### src/rtl/uart_tx_scheduler.sv
// Round-robin scheduler sharing one UART transmitter among N_REQ byte producers.
// Generates the baud tick, drives the transmitter's data/valid and holds each byte for its whole frame.
module uart_tx_scheduler #(
  parameter int N_REQ    = 4,
  parameter int BAUD_DIV = 16
) (
  input  logic               CLKIN,
  input  logic               RESET,
  input  logic [N_REQ-1:0]   req,
  input  logic [8*N_REQ-1:0] req_data,
  output logic [N_REQ-1:0]   grant,
  output logic [N_REQ-1:0]   done,
  output logic               busy,
  output logic               clock_enable,
  output logic [7:0]         tx_data,
  output logic               tx_valid,
  input  logic               tx_ready
);

  localparam int              LW       = $clog2(N_REQ);
  localparam logic [15:0]     DIV_MAX  = 16'(BAUD_DIV - 1);
  localparam logic [LW-1:0]   LAST_RST = LW'(N_REQ - 1);
  localparam logic [LW:0]     N_WIDE   = (LW+1)'(N_REQ);

  typedef enum logic [1:0] {FLUSH, IDLE, REQ, HOLD} state_t;

  state_t           state_q, state_d;
  logic [15:0]      div_cnt_q, div_cnt_d;
  logic             ce_q, ce_d;
  logic [3:0]       flush_cnt_q, flush_cnt_d;
  logic [3:0]       hold_cnt_q, hold_cnt_d;
  logic [LW-1:0]    last_q, last_d;
  logic [N_REQ-1:0] grant_q, grant_d;
  logic [N_REQ-1:0] done_q, done_d;
  logic [7:0]       tx_data_q, tx_data_d;
  logic             tx_valid_q, tx_valid_d;

  logic             win_vld;
  logic [LW-1:0]    win_idx;
  logic [LW:0]      rr_sum;

  always_comb begin
    div_cnt_d = (div_cnt_q == DIV_MAX) ? 16'd0 : div_cnt_q + 16'd1;
    ce_d      = (div_cnt_q == DIV_MAX);
  end

  // First requester at or after last+1, wrapping; last+i never exceeds 2*N_REQ-1.
  always_comb begin
    win_vld = 1'b0;
    win_idx = '0;
    rr_sum  = '0;
    for (int i = 1; i <= N_REQ; i++) begin
      rr_sum = {1'b0, last_q} + (LW+1)'(i);
      if (rr_sum >= N_WIDE) rr_sum = rr_sum - N_WIDE;
      if (!win_vld && req[rr_sum[LW-1:0]]) begin
        win_vld = 1'b1;
        win_idx = rr_sum[LW-1:0];
      end
    end
  end

  always_comb begin
    state_d     = state_q;
    flush_cnt_d = flush_cnt_q;
    hold_cnt_d  = hold_cnt_q;
    last_d      = last_q;
    grant_d     = '0;
    done_d      = '0;
    tx_data_d   = tx_data_q;
    tx_valid_d  = tx_valid_q;
    case (state_q)
      FLUSH: begin
        if (ce_q) begin
          if (flush_cnt_q == 4'd10) begin
            flush_cnt_d = 4'd0;
            state_d     = IDLE;
          end else begin
            flush_cnt_d = flush_cnt_q + 4'd1;
          end
        end
      end
      IDLE: begin
        tx_valid_d = 1'b0;
        if (win_vld) begin
          tx_data_d        = req_data[{win_idx, 3'b000} +: 8];
          grant_d[win_idx] = 1'b1;
          tx_valid_d       = 1'b1;
          last_d           = win_idx;
          state_d          = REQ;
        end
      end
      REQ: begin
        if (tx_ready) begin
          tx_valid_d = 1'b0;
          hold_cnt_d = 4'd10;
          state_d    = HOLD;
        end
      end
      HOLD: begin
        // Start, eight data bits and stop: the next valid lands on the post-stop tick.
        if (ce_q) begin
          hold_cnt_d = hold_cnt_q - 4'd1;
          if (hold_cnt_q == 4'd1) begin
            done_d[last_q] = 1'b1;
            state_d        = IDLE;
          end
        end
      end
      default: state_d = FLUSH;
    endcase
  end

  always_ff @(posedge CLKIN or posedge RESET) begin
    if (RESET) begin
      state_q     <= FLUSH;
      div_cnt_q   <= 16'd0;
      ce_q        <= 1'b0;
      flush_cnt_q <= 4'd0;
      hold_cnt_q  <= 4'd0;
      last_q      <= LAST_RST;
      grant_q     <= '0;
      done_q      <= '0;
      tx_data_q   <= 8'hFF;
      tx_valid_q  <= 1'b0;
    end else begin
      state_q     <= state_d;
      div_cnt_q   <= div_cnt_d;
      ce_q        <= ce_d;
      flush_cnt_q <= flush_cnt_d;
      hold_cnt_q  <= hold_cnt_d;
      last_q      <= last_d;
      grant_q     <= grant_d;
      done_q      <= done_d;
      tx_data_q   <= tx_data_d;
      tx_valid_q  <= tx_valid_d;
    end
  end

  assign grant        = grant_q;
  assign done         = done_q;
  assign busy         = (state_q != IDLE);
  assign clock_enable = ce_q;
  assign tx_data      = tx_data_q;
  assign tx_valid     = tx_valid_q;

endmodule

### config.mk
export PLATFORM = sky130hd
export DESIGN_NAME = uart_tx_scheduler
export DESIGN_NICKNAME = d
export VERILOG_FILES = /design/src/rtl/uart_tx_scheduler.sv
export SDC_FILE = /design/constraint.sdc
export NUM_CORES = 1
export LEC_CHECK = 0
export CAP_MARGIN = 10
export CORE_UTILIZATION = 40
export CTS_CLUSTER_DIAMETER = 40
export DETAILED_ROUTE_END_ITERATION = 8
export PLACE_DENSITY = 0.68
export SKIP_LAST_GASP = 1
export SYNTH_ARGS = -nofsm -noshare
export SYNTH_HDL_FRONTEND = slang
export SYNTH_SLANG_ARGS = --single-unit
### constraint.sdc
create_clock -name CLKIN -period 3.1 [get_ports CLKIN]
set_input_delay 0.62 -clock CLKIN [delete_from_list [all_inputs] [get_ports CLKIN]]
set_output_delay 0.62 -clock CLKIN [all_outputs]
set_load 0.05 [all_outputs]
Word level (Yosys, flattened, before mapping)
Cells that the tools add are included.
W data, S select, Z words.
{"block": "op_classes", "addsub": 11, "order_cmp": 12, "n_eq_ne": 13, "n_shift": 1, "muxes": 44, "reduce_logical": 16}
{"cell": "$mux W4", "count": 8}
{"cell": "$shiftx A32 B6 Y8", "count": 1}
{"cell": "$mux W2", "count": 14}
{"cell": "$lt A2 B3 Y1 const B", "count": 6}
{"cell": "$add A16 B1 Y16 const B", "count": 1}
{"cell": "$eq A16 B4 Y1 const B", "count": 1}
{"cell": "$mux W16", "count": 1}
{"cell": "$ge A3 B3 Y1 const B", "count": 4}
{"cell": "$mux W1", "count": 12}
{"cell": "$ne A2 B2 Y1 const B", "count": 6}
{"cell": "$bmux W1 S2", "count": 4}
{"cell": "$pmux W2 S4", "count": 1}
{"cell": "$pmux W4 S2", "count": 1}
{"cell": "$sub A2 B1 Y2 const B", "count": 4}
{"cell": "$add A2 B2 Y3 const B", "count": 2}
{"cell": "$reduce_and A2 Y1", "count": 3}
{"cell": "$reduce_and A6 Y1", "count": 1}
{"cell": "$logic_and A1 B1 Y1", "count": 5}
{"cell": "$add A4 B1 Y4 const B", "count": 1}
{"cell": "$demux W1 S2", "count": 2}
{"cell": "$eq A2 B2 Y1 const B", "count": 2}
{"cell": "$eq A4 B1 Y1 const B", "count": 1}
{"cell": "$eq A4 B4 Y1 const B", "count": 1}
{"cell": "$ge A2 B1 Y1 const B", "count": 2}
{"cell": "10 further kinds", "count": 13}
{"block": "totals", "reg_bits": 46, "inputBits": 39, "out_inout_bits": 19, "word_cells": 107}

Longest topological paths before layout
{"block": "logic_depth", "ltp_word": 21, "depth_mapped": 11, "mapped_depth_nobuf": 8}

Least setup slack after synthesis
OpenSTA, ideal clock, no wires.
{"block": "synth_path", "kind": "flip-flop to flip-flop", "from": "register last_q[0]", "to": "register tx_data_q[6] (netlist: tx_data[6])", "setup_time_ns": 0.086, "arrival_time_ns": 3.048, "required_time_ns": 3.014, "setup_slack_ns": -0.033, "stages_incl_launch_ff": 11, "n_path_buf": 2, "synth_period_minus_slack_ns": 3.133, "path_cell_list": "dfstp_2 buf_2 inv_2 ha_1 clkbuf_1 mux4_2 or4_4 and2_4 o21ai_4 a21oi_1 a2111o_1"}
{"block": "synth_via", "elab_chain_cells": 16, "word_cells_on_any_way": 40, "cone_classes": "add/sub (8); order compare (4); shift (1); mux (20); reduce/logical (7)"}
{"item": "from (decl)", "line_no": "32", "source": "logic [LW-1:0] last_q, last_d;"}
{"item": "from (signal assigned)", "line_no": "131", "source": "last_q <= last_d;"}
{"item": "$add A2 B1 Y3", "line_no": "53", "source": "rr_sum = {1'b0, last_q} + (LW+1)'(i);"}
{"item": "$ge A3 B3 Y1 or $sub A2 B1 Y2 (tied branches)", "line_no": "54", "source": "if (rr_sum >= N_WIDE) rr_sum = rr_sum - N_WIDE;"}
{"item": "$mux W2", "line_no": "54"}
{"item": "$bmux W1 S2", "line_no": "55", "source": "if (!win_vld && req[rr_sum[LW-1:0]]) begin"}
{"item": "$mux W1 (not written as such)", "line_no": "55"}
{"item": "$mux W1", "line_no": "55"}
{"item": "$logic_not A1 Y1", "line_no": "55"}
{"item": "$logic_and A1 B1 Y1", "line_no": "55"}
{"item": "$mux W1", "line_no": "55"}
{"item": "$logic_not A1 Y1", "line_no": "55"}
{"item": "$logic_and A1 B1 Y1", "line_no": "55"}
{"item": "$mux W1", "line_no": "55"}
{"item": "$logic_not A1 Y1", "line_no": "55"}
{"item": "$logic_and A1 B1 Y1", "line_no": "55"}
{"item": "$mux W2 or $mux W1 (tied branches)", "line_no": "55"}
{"item": "$shiftx A32 B6 Y8 or $reduce_and A2 Y1 (tied branches)"}
{"item": "to (signal assigned)", "line_no": "134", "source": "tx_data_q <= tx_data_d;"}
{"item": "to (decl)", "line_no": "35", "source": "logic [7:0] tx_data_q, tx_data_d;"}
Parallel ways exist; a longest one is shown, timed or not. The select of a mux whose other input is x is not followed.
A chain may end at the register's enable or synchronous reset.

Worst setup path in the final report
{"block": "layout_path", "from": "register last_q[0]", "to": "register state_q[1]"}
{"block": "layout_via", "elab_chain_cells": 17, "word_cells_on_any_way": 36, "cone_classes": "add/sub (8); order compare (4); eq/ne (1); mux (16); reduce/logical (7)"}
{"item": "$add A2 B1 Y3", "line_no": "53"}
{"item": "$ge A3 B3 Y1 or $sub A2 B1 Y2 (tied branches)", "line_no": "54"}
{"item": "$mux W2", "line_no": "54"}
{"item": "$bmux W1 S2", "line_no": "55"}
{"item": "$mux W1 (not written as such)", "line_no": "55"}
{"item": "$mux W1", "line_no": "55"}
{"item": "$logic_not A1 Y1", "line_no": "55"}
{"item": "$logic_and A1 B1 Y1", "line_no": "55"}
{"item": "$mux W1", "line_no": "55"}
{"item": "$logic_not A1 Y1", "line_no": "55"}
{"item": "$logic_and A1 B1 Y1", "line_no": "55"}
{"item": "$mux W1", "line_no": "55"}
{"item": "$logic_not A1 Y1", "line_no": "55"}
{"item": "$logic_and A1 B1 Y1", "line_no": "55"}
{"item": "$mux W1 *", "line_no": "55"}
{"item": "$ne A2 B2 Y1 (no source line) *"}
{"item": "$reduce_and A6 Y1 (no source line) *"}
{"item": "to (signal assigned)", "line_no": "126", "source": "state_q <= state_d;"}
{"item": "to (decl)", "line_no": "27", "source": "state_t state_q, state_d;"}
Mark *: on every way between the ends. The rest lies on a longest branch, timed or not. The select of a mux whose other input is x is not followed.

==> flow_summary.toml <==
[run_status]
status = "finished, violations left"
violations = "design-rule violations"

[route]
drc = 2
drt_wl_total_um = 5730
vias_per_cell = 5.31
drtAntennaViolNets = 0
routedWlPerCell_um = 13.7
dr.pass1.iters = 6
drt_iter0_markers = 74
dr_total_vias = 2221

[clock_tree]
clock_path_buffers = 2
cts_buffers = 5
clock-root-buffer = "clkbuf_8"
cts_hold_buf = 0
postCtsSetupBuffers = 0
path_clk_slew_ns = 0.08
htree_levels = 2
clock_sinks = 46
ctsResizeCount = 0
worstSkewPairLatency_ns = 0.29
cts_tree = "done"

[sta]
drv_slew = 0
fmax_mhz = 353
finalClockSkew_ns = 0.00509
setup_viol = 0
relSlewSlack_pct = 45.1
fin_crit_ns = 2.83
worst_pin_slew_ns = 0.818
finalHoldViolations = 0
finalSetupTns_ns = 0
finalCritPeriodShare_pct = 91.3
rsz0062_at_grt = "false"

[logic_synthesis]
synth-edff-count = 0
netlist_area_um2 = 2680
synthMostInstantiatedCell = "dfrtp_1"
synth_cell_types = 50
yosys.area.top_type = "dfrtp_1"
synth_top_cell_area_share_pct = 33.6
synth_nets = 320
ys_top_cells_by_area = "dfrtp_1, dfstp_2, ha_1"
syn-mean-instance-area_um2 = 9.95
seq_area_frac_synth_pct = 43.5
ys_top_cells_by_count = "dfrtp_1, nor2_1, nand2_1"
yosysWarnings = 0
ys_ff_latch = 46
synthCells = 269
ys.flop_type = "dfrtp_1"
postSynth.asyncResetShare_pct = 100

[power]
irDropWorstVdd_uv = 416
p_int_mw = 1.81
p_leak_nw = 1.55
pwr-share-comb_pct = 60.3
clkPwrFrac_pct = 11.7
p_sw_share_pct = 43.5
p_switching_mw = 1.40
seq_power_share_pct = 28.0
powerDensity_nw_per_um2 = 911

[setup_path]
end_kind = "flop"
cp-start-kind = "flop"
max_stage_delay_ns = 0.67
critPathTopFamily = "simple AND/OR/NAND/NOR gates"
ff2ff_path_depth = 7
cp_max_fo = 10
r2r_end = "state_q[1]"
cp_slowest_cell = "dfstp_2"
r2r-start = "last_q[0]"
required_ns = 3.28
worst-r2r-setup-slack_ns = 0.27
path_buf_inv = 1
critPathArrivalTime_ns = 3.01
crit_type = "reg -> reg"
cp_cell_sequence = "inv_2 > ha_1 > mux4_2 > or4_4 > or2_1 > nand2_1 > mux2_1"

[worst_hold_path]
worstHoldPathType = "reg -> reg"
min_from = "div_cnt_q[0]"
holdPathStages = 1
min_to = "div_cnt_q[0]"

[layout]
syn2layout_area_growth_pct = 31.5
final_util_pct = 54.8
fin_nets = 391
drive_gt1_share_pct = 13.5
n_antenna_cell = 0
fill_cells = 582

[placed_design]
hpwl_um = 4570
port_buffers = 57
gp_congestion = 0.858

[die]
start_util_pct = 41.7
rows = 29
num_io_pins = 58
core_area_um2 = 6420
die_h_um = 83.8
dieArea_um2 = 7020
die_x_um = 83.8

[global_routing]
overflow = 0
grt_pass1_wl_um = 10200
grt_pass1_vias = 2210
grt_max_degree = 25
antenna_found_initial = 0
grt_usage_pct = 18.0

[run]
drv_cap = 0
-- worst max path at each step --
stage | slack (ns) | to | from | cells past startpoint
2_1_floorplan | 0.08 | tx_data[6] | last_q[0] | 10
3_3_place_gp | 0.08 | tx_data[7] | req[2] | 7
3_5_place_dp | 0.03 | state_q[1] | req[2] | 6
4_1_cts | 0.27 | state_q[1] | last_q[0] | 7
5_1_grt | 0.16 | state_q[1] | last_q[0] | 7
6_report | 0.27 | state_q[1] | last_q[0] | 7
-- power by group through the flow --
stage	clock (mW)	sequential, mW	combinational (mW)
CTS	0.387	0.902	1.95
finish	0.375	0.900	1.94
global route	0.418	0.924	2.11
detailed placement	0	0.915	1.94
global placement	0	0.908	1.92
floorplan	0	1.17	1.04
-- state kept, by name (all words and copies together), names as in the netlist --
name          cells
tx_data           8
flush_cnt_q       4
last_q            2
tx_valid          1
done              4
div_cnt_q        16
hold_cnt_q        4
grant             4
clock_enable      1
state_q           2
-- layer usage --
metal / GRT usage (%) / routed length (µm) / part of all wire (%) / up-vias
li1: - / - / - / 1099
met3: 2.47 / 160 / 2.8 / 2
met4: 6.58 / 46 / 0.80 / 0
met5: 0 / 0 / 0 / -
met1: 23.0 / 2560 / 45 / 1075
met2: 30.8 / 2960 / 52 / 45
-- final cells by class --
| cell class | count | area, µm² | area share, % |
|---|---|---|---|
| Sequential cell | 46 | 1160 | 33.0 |
| Clock inverter | 1 | 5.00 | 0.142 |
| Clock buffer | 7 | 86.3 | 2.45 |
| Multi-Input combinational cell | 202 | 1420 | 40.4 |
| Timing Repair Buffer | 73 | 703 | 20.0 |
| Tap cell | 77 | 96.3 | 2.74 |
| Inverter | 12 | 45.0 | 1.28 |
-- kinds of logic after synthesis --
logic type,share of synthesized area [%]
buffers and inverters,3.41
xor gates and xnor gates,4.91
and+or+nand+nor,20.7
muxes,8.32
DFF,43.5
adders and majority gates,5.61
AOI/OAI and AO/OA,13.6
-- through the flow --
stage	setup slack [ns]	std cells	cell area, µm²	power [mW]	hold WS, ns
6_report	0.271	418	3520	3.21	0.461
5_1_grt	0.155	418	3520	3.46	0.473
4_1_cts	0.268	418	3520	3.24	0.464
3_5_place_dp	0.0258	410	3430	2.86	0.453
3_3_place_gp	0.0763	410	3430	2.83	0.450
2_1_floorplan	0.0753	269	2680	2.21	0.433
-- cell usage in the layout, fill, tap and decap left out, drive strengths merged, types with 2 or more instances in the layout --
cell,instances
dfrtp,36
mux2,2
o21a,3
xor2,4
a221oi,5
clkinv,2
o21ai,18
nor2b,5
clkbuf,7
nand3b,3
nand2,20
clkdlybuf4s50,57
nor2,27
inv,11
a21oi,10
or2,2
mux4,4
nand3,13
nor4,3
mux2i,11
xnor2,11
nand4,3
a2111o,3
nor3b,2
nand2b,3
nor4b,2
and3,7
ha,12
and2,8
o211ai,3
buf,16
nor3,5
dfstp,10
a211oi,3
Power figures use the tool's default switching activity.
